`src/rtl/imm_gen_pipe.sv`:
```
// RISC-V immediate generator with optional PC-relative target, behind a
// 2-entry skid buffer (output register + skid register) with valid/ready handshakes.
module imm_gen_pipe #(
  parameter int XLEN   = 32,
  parameter int ADD_PC = 1
) (
  input  logic            clk,
  input  logic            reset,
  input  logic            in_valid,
  output logic            in_ready,
  input  logic [31:0]     inst_code,
  input  logic [XLEN-1:0] pc_in,
  output logic            out_valid,
  input  logic            out_ready,
  output logic [XLEN-1:0] Imm_out,
  output logic [XLEN-1:0] target_out,
  output logic [2:0]      fmt_out,
  output logic            illegal_out,
  output logic [1:0]      state_dbg
);

  // Handshake: a beat moves on a side only in a cycle where valid && ready are
  // both high at the rising edge; once out_valid is raised the bundle holds
  // stable until out_ready is seen, and valid never waits on ready.

  localparam logic [2:0] FMT_NONE = 3'd0;
  localparam logic [2:0] FMT_I    = 3'd1;
  localparam logic [2:0] FMT_S    = 3'd2;
  localparam logic [2:0] FMT_B    = 3'd3;
  localparam logic [2:0] FMT_U    = 3'd4;
  localparam logic [2:0] FMT_J    = 3'd5;

  typedef enum logic [1:0] {
    S_EMPTY = 2'd0,
    S_ONE   = 2'd1,
    S_FULL  = 2'd2
  } state_t;

  typedef struct packed {
    logic [XLEN-1:0] imm;
    logic [XLEN-1:0] target;
    logic [2:0]      fmt;
    logic            illegal;
  } bundle_t;

  state_t  state, state_n;
  bundle_t dec, out_q, skid_q;
  logic    accept, drain, load_out, load_skid, skid_to_out;
  logic [31:0]     imm32;
  logic [XLEN-1:0] imm_x;
  logic [2:0]      fmt;
  logic            illegal;

  always_comb begin
    imm32   = '0;
    fmt     = FMT_NONE;
    illegal = 1'b0;
    case (inst_code[6:0])
      7'b0000011, 7'b0010011, 7'b1100111: begin
        imm32 = {{20{inst_code[31]}}, inst_code[31:20]};
        fmt   = FMT_I;
      end
      7'b0100011: begin
        imm32 = {{20{inst_code[31]}}, inst_code[31:25], inst_code[11:7]};
        fmt   = FMT_S;
      end
      7'b1100011: begin
        imm32 = {{19{inst_code[31]}}, inst_code[31], inst_code[7],
                 inst_code[30:25], inst_code[11:8], 1'b0};
        fmt   = FMT_B;
      end
      7'b0110111, 7'b0010111: begin
        imm32 = {inst_code[31:12], 12'b0};
        fmt   = FMT_U;
      end
      7'b1101111: begin
        imm32 = {{11{inst_code[31]}}, inst_code[31], inst_code[19:12],
                 inst_code[20], inst_code[30:21], 1'b0};
        fmt   = FMT_J;
      end
      // Legal encodings that simply carry no immediate.
      7'b0110011, 7'b0111011, 7'b0001111, 7'b1110011: fmt = FMT_NONE;
      default: illegal = 1'b1;
    endcase
  end

  always_comb begin
    imm_x       = {XLEN{imm32[31]}};
    imm_x[31:0] = imm32;
    dec.imm     = imm_x;
    dec.fmt     = fmt;
    dec.illegal = illegal;
    dec.target  = '0;
    if ((ADD_PC != 0) && !illegal) dec.target = pc_in + imm_x;
  end

  assign accept = in_valid && in_ready;
  assign drain  = out_valid && out_ready;

  always_comb begin
    state_n     = state;
    load_out    = 1'b0;
    load_skid   = 1'b0;
    skid_to_out = 1'b0;
    case (state)
      S_EMPTY: if (accept) begin
        state_n  = S_ONE;
        load_out = 1'b1;
      end
      S_ONE: begin
        if (accept && !drain) begin
          state_n   = S_FULL;
          load_skid = 1'b1;
        end else if (!accept && drain) begin
          state_n = S_EMPTY;
        end else if (accept && drain) begin
          load_out = 1'b1;
        end
      end
      S_FULL: if (drain) begin
        state_n     = S_ONE;
        skid_to_out = 1'b1;
      end
      default: state_n = S_EMPTY;
    endcase
  end

  always_ff @(posedge clk) begin
    if (reset) begin
      state    <= S_EMPTY;
      in_ready <= 1'b0;
      out_q    <= '0;
      skid_q   <= '0;
    end else begin
      state    <= state_n;
      // Registered ready: low exactly while the skid register holds data.
      in_ready <= (state_n != S_FULL);
      if (load_out)         out_q <= dec;
      else if (skid_to_out) out_q <= skid_q;
      if (load_skid)        skid_q <= dec;
    end
  end

  assign out_valid   = (state != S_EMPTY);
  assign Imm_out     = out_q.imm;
  assign target_out  = out_q.target;
  assign fmt_out     = out_q.fmt;
  assign illegal_out = out_q.illegal;
  assign state_dbg   = state;

endmodule
```
`config.mk`:
```
export PLATFORM = sky130hd
export DESIGN_NAME = imm_gen_pipe
export DESIGN_NICKNAME = d
export VERILOG_FILES = /design/src/rtl/imm_gen_pipe.sv
export SDC_FILE = /design/constraint.sdc
export NUM_CORES = 1
export LEC_CHECK = 0
export CORE_MARGIN = 5
export CORE_UTILIZATION = 40
export DETAILED_ROUTE_END_ITERATION = 10
export SYNTH_ARGS = -nofsm -noshare
export SYNTH_HDL_FRONTEND = slang
export SYNTH_SLANG_ARGS = --single-unit
```
`constraint.sdc`:
```
create_clock -name clk -period 5.5 [get_ports clk]
set_clock_uncertainty 0.05 [all_clocks]
set_input_delay 1.65 -clock clk [delete_from_list [all_inputs] [get_ports clk]]
set_output_delay 1.65 -clock clk [all_outputs]
set_load 0.05 [all_outputs]
```
==> metrics.yaml, run 1 <==
floorplanning:
  dieWidth_um: 149
  core_um2: 19300
  start_util_pct: 40.3
  io_pins: 140
  dieHeight_um: 149
  die_area_um2: 22300
  row_count: 51
critical_path:
  cpPeakStageDelay_ps: 610
  cp.arrival_ps: 5290
  cp_max_fo: 11
  crit_required_ps: 5770
  cp_slowest_cell: "clkdlybuf4s50_1"
  start_kind: "input pin"
  ff2ff_setup_slack_ps: 2930
  critPathKind: "input pin to register"
  crit_buf_inv: 2
  worstPathCellList: "clkdlybuf4s50_1 -> nor2_1 -> and3_1 -> buf_4 -> or2_4 -> and2_4 -> a21o_2 -> ha_1 -> nand2_1 -> or3_1 -> or4_1 -> and3b_1 -> xnor2_1 -> a22o_1"
  end_kind: "register"
  cp_top_family: "simple AND/OR/NAND/NOR gates"
clock_tree:
  ctsResizeCount: 0
  post_cts_buffers: 0
  cts_htree_levels: 4
  cts_sinks: 139
  cts_buffers: 17
  clkLatencyLatePin_ps: 420
  cts_tree: "done"
  cts_hold_buf: 0
  cts_root_buf: "clkbuf_16"
  cts_buffer_depth: 2
  clk_pin_slew_ps: 70
logic_synthesis:
  synth_top_area_cell: "dfxtp_1"
  synth_most_common_cell: "nand2_1"
  synth_top_area_share_pct: 35.8
  syn-num-nets: 1096
  synth_seq_cells: 139
  yosysSeqAreaShare_pct: 35.8
  syn_area_per_cell_um2: 7.80
  syn_inst: 996
  synth_edf_count: 0
  ys_types: 73
  synth_area_um2: 7770
  synth_flop_cell: "dfxtp_1"
  synth_common_cells: "nand2_1 (198), dfxtp_1 (139), a21oi_1 (100)"
  yosys_warnings: 0
  synth_area_leaders: "dfxtp_1 (36%), nand2_1 (9.6%), a21oi_1 (6.4%)"
  synthArstFlopShare_pct: 0
placed_design:
  hpwl_um: 19200
  portBuffers: 139
  routabilityCongestion: 0.933
  place_inst: 1403
grt:
  antenna_found_initial: 0
  grt_max_degree: 59
  grt_use_total_pct: 23.6
  grt_pass1_wl_um: 41600
  grt-ovfl-total: 0
  grt_pass1_vias: 7536
final_layout:
  antenna_cells: 0
  final_layout_size_suffix_gt1_share_pct: 11.9
  nets: 1257
  final_cells: 1435
  syn2layout_area_growth_pct: 33.3
min_path:
  hp-class: "register to register"
run_status:
  status: "complete, no violations"
power_and_ir_drop:
  irDropWorstVdd_uv: 211
  p_leak_nw: 4.05
  p_total_mw: 2.65
  power_density_nw_per_um2: 256
flow_run:
  max_cap_violations: 0
route:
  totalWireLength_um: 26500
  ant_nets: 0
  vias: 7947
  wl_per_cell_um: 18.5
  drtPass1Iterations: 6
  viasPerCell: 5.54
  post-route-drc-count: 0
  drt_iter0_drc: 525
sta:
  finalCritPeriodShare_pct: 91.4
  fin_setup_tns_ps: 0
  max-slew-margin-rel_pct: 40.3
  rsz0062_at_grt: "false"
  fin_crit_ps: 5030
  tightest_slew_ps: 892
  setup_viol: 0
  clock.fmax_mhz: 199
  hold_viol_final: 0
  maxSlewViolCount: 0
-- final timing paths --
kind,from,to,depth (start not counted)
setup / recovery,inst_code[2],skid_q[26],14
setup reg to reg,state_dbg[1],skid_q[26],5
hold / removal,fmt_out[1],fmt_out[1],2
hold reg to reg,fmt_out[1],fmt_out[1],2
-- cells by family (layout without fill, tap and decap cells) --
logic type / after synthesis / in the layout / synth area share [%]
adders and majority gates: 32 / 32 / 5.25
buffers and inverters: 93 / 267 / 4.83
and+or+nand+nor: 386 / 386 / 22.5
AOI/OAI and AO/OA: 307 / 307 / 27.0
xor gates and xnor gates: 23 / 23 / 2.59
muxes: 16 / 16 / 2.06
DFF: 139 / 139 / 35.8
-- layout by cell type (no fill, tap or decap), types with 5 or more instances in the layout --
master,Yosys,routed
nor2_1,77,76
nor3_1,9,9
a311oi_1,23,23
a21o_1,13,13
clkinv_4,0,5
a21o_2,10,10
buf_4,0,76
a22o_1,13,13
and2_1,13,13
nand2_1,198,197
clkdlybuf4s50_1,0,138
mux2i_1,16,16
nand3_1,22,22
a31oi_1,6,6
o21a_1,7,7
nand4_1,11,11
o2bb2ai_1,10,10
a211oi_1,32,32
inv_1,21,21
xor2_1,10,10
a22oi_1,20,20
o21ai_0,32,32
a21oi_1,100,100
o21bai_1,5,5
ha_1,31,31
clkbuf_16,0,17
dfxtp_1,139,139
xnor2_1,13,13
and3_1,22,22
-- per-layer routing --
layer / routed length (um) / vias up / GRT usage (%)
met5: 0 / - / 0
met4: 467 / 0 / 7.19
met3: 1530 / 25 / 4.22
met2: 12500 / 242 / 38.5
met1: 12000 / 3782 / 32.0
li1: - / 3898 / -
-- worst min-delay path, cell delays in order, from the launching register on --
cell	delay, ps
dfxtp_1	310
nand2_1	50
a21oi_1	50
-- where the power goes --
group | switching [mW] | internal (mW) | leakage [nW]
clock | 0.487 | 0.676 | 0.286
combinational | 0.268 | 0.172 | 2.64
sequential | 0.0151 | 1.03 | 1.13
total | 0.771 | 1.88 | 4.05
-- cell type report --
cell class	instances	area (um^2)
fillers	1879	8910
inverters	21	78.8
clock inverters	15	166
flip-flops and latches	139	2780
repair buffers	214	1950
multi-input cells	764	4630
clock buffers	17	425
well taps	265	332
-- metrics by stage --
| step | cell area, um^2 | utilization (%) | hold WS (ps) | setup slack (ps) |
|---|---|---|---|---|
| detailed placement | 9770 | 50.7 | 397 | 54.0 |
| global route | 10400 | 53.8 | 421 | 126 |
| finish | 10400 | 53.8 | 404 | 474 |
| CTS | 10400 | 53.8 | 406 | 500 |
| global placement | 9770 | 50.7 | 389 | 68.7 |
| floorplan | 7770 | - | 375 | 521 |
-- flip-flops by register name (all words and copies together), names as in the netlist --
name	flops
in_ready	1
skid_q	68
state_dbg	2
fmt_out	3
target_out	32
illegal_out	1
Imm_out	32
Power figures use the tool's default switching activity.
==> inputs of run 2 (changes only) <==
--- a/config.mk
+++ b/config.mk
@@ -6,8 +6,9 @@
 export NUM_CORES = 1
 export LEC_CHECK = 0
 export CORE_MARGIN = 5
-export CORE_UTILIZATION = 40
+export CORE_UTILIZATION = 53
 export DETAILED_ROUTE_END_ITERATION = 10
+export PLACE_DENSITY = 0.8
 export SYNTH_ARGS = -nofsm -noshare
 export SYNTH_HDL_FRONTEND = slang
 export SYNTH_SLANG_ARGS = --single-unit
==> run 2 against run 1 <==
Against the previous run: sequential share of layout area rose by 0.56 points; die area is 23% lower; count of clock-buffer cells in the layout is 2 higher; via count grew 0.59%; clock power about the same; critical path depth did not move; total power decreased by 0.90%; global-route usage rose by 4.3 points; final cell count decreased by 6.6%; fmax is 2.0% lower; largest power group unchanged; utilization grew 16 points.
==> metrics.yaml, run 2 (synthesis gave the netlist of run 1 again) <==
grt:
  antenna_found_initial: 0  # unchanged
  grt_pass1_wl_um: 39800  # -4.4%
  grt_pass1_vias: 7645  # +1.4%
  grt_max_degree: 96  # +63%
  grt-ovfl-total: 0  # unchanged
  grt_use_total_pct: 27.9  # +4.3 points
clock_tree:
  post_cts_buffers: 0  # unchanged
  cts_htree_levels: 4  # unchanged
  cts_sinks: 139  # unchanged
  cts_tree: "done"
  cts_hold_buf: 0  # unchanged
  clk_pin_slew_ps: 60  # about the same
  cts_buffers: 17  # unchanged
  cts_buffer_depth: 2  # unchanged
  clkLatencyLatePin_ps: 430  # about the same
  cts_root_buf: "clkbuf_16"
  ctsResizeCount: 0  # unchanged
floorplanning:
  dieHeight_um: 131  # -12%
  core_um2: 14500  # -25%
  io_pins: 140  # unchanged
  start_util_pct: 53.7  # +13 points
  dieWidth_um: 131  # -12%
  row_count: 44  # -14%
  die_area_um2: 17200  # -23%
min_path:
  hold_start: "skid_q[12]"
  hp-class: "register to register"
critical_path:
  crit_required_ps: 5770  # about the same
  crit_buf_inv: 2  # unchanged
  cp_slowest_cell: "or4_4"
  cp.arrival_ps: 5400  # +110 ps
  cpPeakStageDelay_ps: 570  # -40 ps
  start_kind: "input pin"
  cp_top_family: "compound AO/OA/AOI/OAI gates"
  startpoint: "inst_code[2]"
  worstReg2RegStart: "state_dbg[1]"
  cp_max_fo: 7  # -4
  worstPathCellList: "clkdlybuf4s50_1 -> or4_4 -> a21oi_4 -> or2_4 -> and2_1 -> ha_1 -> and3_1 -> a221oi_2 -> o2111ai_1 -> a41oi_1 -> buf_4 -> o21ai_0 -> xor2_1 -> a22o_1"
  ff2ff_setup_slack_ps: 3080  # +150 ps
  critPathKind: "input pin to register"
  end_kind: "register"
final_layout:
  final_layout_size_suffix_gt1_share_pct: 10.7  # -1.2 points
  antenna_cells: 0  # unchanged
  nets: 1243  # -1.1%
  final_cell_mix: "nand2_1 (197), dfxtp_1 (139), clkdlybuf4s50_1 (138)"
  final_common_cell: "nand2_1"
  syn2layout_area_growth_pct: 30.6
  regMostFlops: "skid_q"
  utilization_pct: 70.1  # +16 points
  largest_reg_flops: 68  # unchanged
  final_area_um2: 10100  # -2.1%
  final_cells: 1340  # -6.6%
route:
  drtPass1Iterations: 5  # -1
  wl_per_cell_um: 18.7  # +1.4%
  totalWireLength_um: 25100  # -5.3%
  ant_nets: 0  # unchanged
  viasPerCell: 5.97  # +7.7%
  post-route-drc-count: 0  # unchanged
  drt_iter0_drc: 839  # +60%
  vias: 7994  # +0.59%
power_and_ir_drop:
  irDropWorstVdd_uv: 192  # -9.2%
  power_density_nw_per_um2: 259  # +1.2%
  p_total_mw: 2.63  # -0.90%
  p_leak_nw: 3.97  # -1.9%
sta:
  setup_viol: 0  # unchanged
  whs_ps: 406  # +1.58 ps
  rsz0062_at_grt: "false"
  hold_viol_final: 0  # unchanged
  max-slew-margin-rel_pct: 32.7  # -7.6 points
  fin_setup_tns_ps: 0  # unchanged
  finalCritPeriodShare_pct: 93.3  # +1.9 points
  tightest_slew_ps: 1010  # +117 ps
  clock.fmax_mhz: 195  # -2.0%
  fin_ws_ps: 371  # -103 ps
  fin_crit_ps: 5130  # +103 ps
  maxSlewViolCount: 0  # unchanged
placed_design:
  pre_cts_slack_ps: 13.9  # -40.1 ps
  place_inst: 1308  # -6.8%
  dpl-instance-area_um2: 9560  # -2.1%
  hpwl_um: 18200  # -5.0%
  portBuffers: 139  # unchanged
  routabilityCongestion: 0.982  # +5.2%
flow_run:
  max_cap_violations: 0  # unchanged
run_status:
  status: "complete, no violations"
-- run 2: power breakdown --
| group | internal, mW | switching [mW] | total (mW) |
|---|---|---|---|
| combinational | 0.168 | 0.263 | 0.431 |
| sequential | 1.03 | 0.0153 | 1.05 |
| clock | 0.681 | 0.467 | 1.15 |
| total | 1.88 | 0.746 | 2.63 |
-- run 2: layer usage --
layer  GRT usage (%)  vias up  routed length, um
met4            11.8        0                753
met5               0        -                  0
li1                -     3853                  -
met3            6.31       60               2010
met2            44.7      351              11800
met1            36.3     3730              10500
-- run 2: area by class of cell --
class / instances / area, um^2
clock buffer: 19 / 443
inverter: 21 / 78.8
sequential: 139 / 2780
clock inverter: 13 / 143
fill: 1207 / 4330
tap: 184 / 230
timing repair buffer: 200 / 1850
multi-input combinational: 764 / 4630
-- run 2: final timing paths --
check	end	cells after the start
setup / recovery	skid_q[22]	14
hold reg to reg	skid_q[12]	2
setup reg to reg	target_out[30]	7
hold / removal	skid_q[12]	2
-- run 2: tightest hold or removal path, stage by stage, from the launching register on --
cell	delay, ps
dfxtp_1	310
nand2_1	50
a21oi_1	50
==> inputs of run 3 (changes only) <==
--- a/config.mk
+++ b/config.mk
@@ -5,8 +5,8 @@
 export SDC_FILE = /design/constraint.sdc
 export NUM_CORES = 1
 export LEC_CHECK = 0
-export CORE_MARGIN = 5
 export CORE_UTILIZATION = 53
+export CTS_CLUSTER_DIAMETER = 80
 export DETAILED_ROUTE_END_ITERATION = 10
 export PLACE_DENSITY = 0.8
 export SYNTH_ARGS = -nofsm -noshare
==> run 3 against run 2 <==
Against the previous run: clock power decreased by 3%; flip-flop and latch count unchanged; largest cell class unchanged; highest routed layer unchanged; global-route usage rose by 4.0 points; die area decreased by 12%; count of clock-buffer cells in the layout is the same; largest power group unchanged; routed wire length fell by 5.4%; worst setup slack lost 4.4 ps; critical path depth rose by 1; hold slack about the same.
==> metrics.yaml, run 3 (synthesis gave the netlist of run 1 again) <==
floorplanning:
  core_um2: 14100  # -2.6%
  die_area_um2: 15200  # -12%
  start_util_pct: 55.1  # +1.5 points
  dieWidth_um: 123  # -6.1%
  row_count: 43  # -2.3%
  io_pins: 140  # unchanged
  dieHeight_um: 123  # -6.1%
sta:
  fin_setup_tns_ps: 0  # unchanged
  max-slew-margin-rel_pct: 47.3  # +15 points
  finalCritPeriodShare_pct: 93.3  # about the same
  rsz0062_at_grt: "false"
  clock.fmax_mhz: 195  # about the same
  maxSlewViolCount: 0  # unchanged
  hold_viol_final: 0  # unchanged
  tightest_slew_ps: 788  # -222 ps
  setup_viol: 0  # unchanged
  fin_crit_ps: 5130  # +4.44 ps
clock_tree:
  post_cts_buffers: 0  # unchanged
  cts_sinks: 139  # unchanged
  clkLatencyLatePin_ps: 420  # about the same
  cts_buffer_depth: 2  # unchanged
  clk_pin_slew_ps: 60  # about the same
  cts_htree_levels: 4  # unchanged
  ctsResizeCount: 0  # unchanged
  cts_hold_buf: 0  # unchanged
  cts_buffers: 17  # unchanged
  cts_root_buf: "clkbuf_16"
  cts_tree: "done"
grt:
  grt_use_total_pct: 31.9  # +4.0 points
  grt_pass1_vias: 7301  # -4.5%
  grt_pass1_wl_um: 36900  # -7.2%
  grt-ovfl-total: 0  # unchanged
  antenna_found_initial: 0  # unchanged
  grt_max_degree: 59  # -39%
critical_path:
  end_kind: "register"
  cp_max_fo: 8  # +1
  critPathKind: "input pin to register"
  cpPeakStageDelay_ps: 510  # -60 ps
  cp.arrival_ps: 5400  # about the same
  cp_slowest_cell: "clkdlybuf4s50_1"
  cpMostUsedCell: "a211oi_1"
  worstPathCellList: "clkdlybuf4s50_1 -> nor2_1 -> nand2_1 -> a211oi_1 -> o21a_1 -> a21oi_1 -> inv_1 -> ha_1 -> a21o_1 -> a31o_1 -> a211o_1 -> a31oi_2 -> a211oi_1 -> or3_1 -> a31o_2"
  start_kind: "input pin"
  crit_required_ps: 5760  # about the same
final_layout:
  regMostFlops: "skid_q"
  num-fill-cells: 1168  # -3.2%
  nets: 1232  # -0.88%
  final_cells: 1325  # -1.1%
  final_cell_mix: "nand2_1 (197), dfxtp_1 (139), clkdlybuf4s50_1 (138)"
  syn2layout_area_growth_pct: 29.4
  final_common_cell: "nand2_1"
  antenna_cells: 0  # unchanged
  final_layout_size_suffix_gt1_share_pct: 9.96  # -0.77 points
  largest_reg_flops: 68  # unchanged
route:
  ant_nets: 0  # unchanged
  totalWireLength_um: 23700  # -5.4%
  vias: 7981  # -0.16%
  viasPerCell: 6.02  # +0.97%
  wl_per_cell_um: 17.9  # -4.3%
  drtPass1Iterations: 5  # unchanged
  post-route-drc-count: 0  # unchanged
  drt_iter0_drc: 807  # -3.8%
power_and_ir_drop:
  power_density_nw_per_um2: 256  # -0.90%
  p_total_mw: 2.58  # -1.8%
  irDropWorstVdd_uv: 186  # -2.8%
  p_leak_nw: 3.93  # -1.0%
flow_run:
  max_cap_violations: 0  # unchanged
placed_design:
  portBuffers: 139  # unchanged
  hpwl_um: 16800  # -8.0%
  place_inst: 1293  # -1.1%
  routabilityCongestion: 0.948  # -3.5%
min_path:
  hp-class: "register to register"
run_status:
  status: "complete, no violations"
-- run 3: changes by cell type in the layout (fill, tap and decap cells not counted), sizes merged --
cell	delta
buf	-11
bufinv	-1
inv	+1
clkinvlp	-2
clkinv	+2
-- run 3: per-layer routing --
layer / up-vias / wire length, um / global-route usage [%]
met3: 41 / 2100 / 8.12
met1: 3703 / 10400 / 41.6
met2: 389 / 10700 / 51.2
li1: 3848 / - / -
met4: 0 / 538 / 11.0
met5: - / 0 / 0
-- run 3: worst paths after layout --
kind / slack (ps) / endpoint / cells after the start / from
worst max-delay path: 370 / target_out[28] / 15 / inst_code[6]
worst min-delay path: 410 / skid_q[3] / 2 / skid_q[3]
worst max register to register: 3210 / skid_q[35] / 7 / state_dbg[1]
worst min register to register: 410 / skid_q[3] / 2 / skid_q[3]
-- run 3: critical path, delay by kind of cell --
family,cells,cell delay [ps]
AO/OA/AOI/OAI,9,2220
adder cells (fa/ha/maj),1,230
buffers and inverters,2,590
AND/OR/NAND/NOR,3,680
-- run 3: per-stage QoR --
step                      util [%]  setup slack [ps]  hold slack (ps)  instance area [um^2]
after global routing          71.3               100              424                 10100
after global placement        67.3              59.9              386                  9490
after floorplan                  -               521              375                  7770
final                         71.3               366              406                 10100
after detailed placement      67.3              30.3              397                  9490
after CTS                     71.3               420              405                 10100
-- run 3: final cells by class --
cell class | instances | area (um^2) | share of cell area (%)
well taps | 180 | 225 | 2.24
inverters | 21 | 78.8 | 0.784
clock inverters | 13 | 114 | 1.13
clock buffers | 19 | 453 | 4.50
repair buffers | 189 | 1780 | 17.7
multi-input cells | 764 | 4630 | 46.0
flip-flops and latches | 139 | 2780 | 27.7
-- run 3: where the power goes --
part	internal [mW]	leakage (nW)	switching, mW
Sequential	1.03	1.13	0.0143
Combinational	0.166	2.53	0.262
Clock	0.646	0.280	0.459
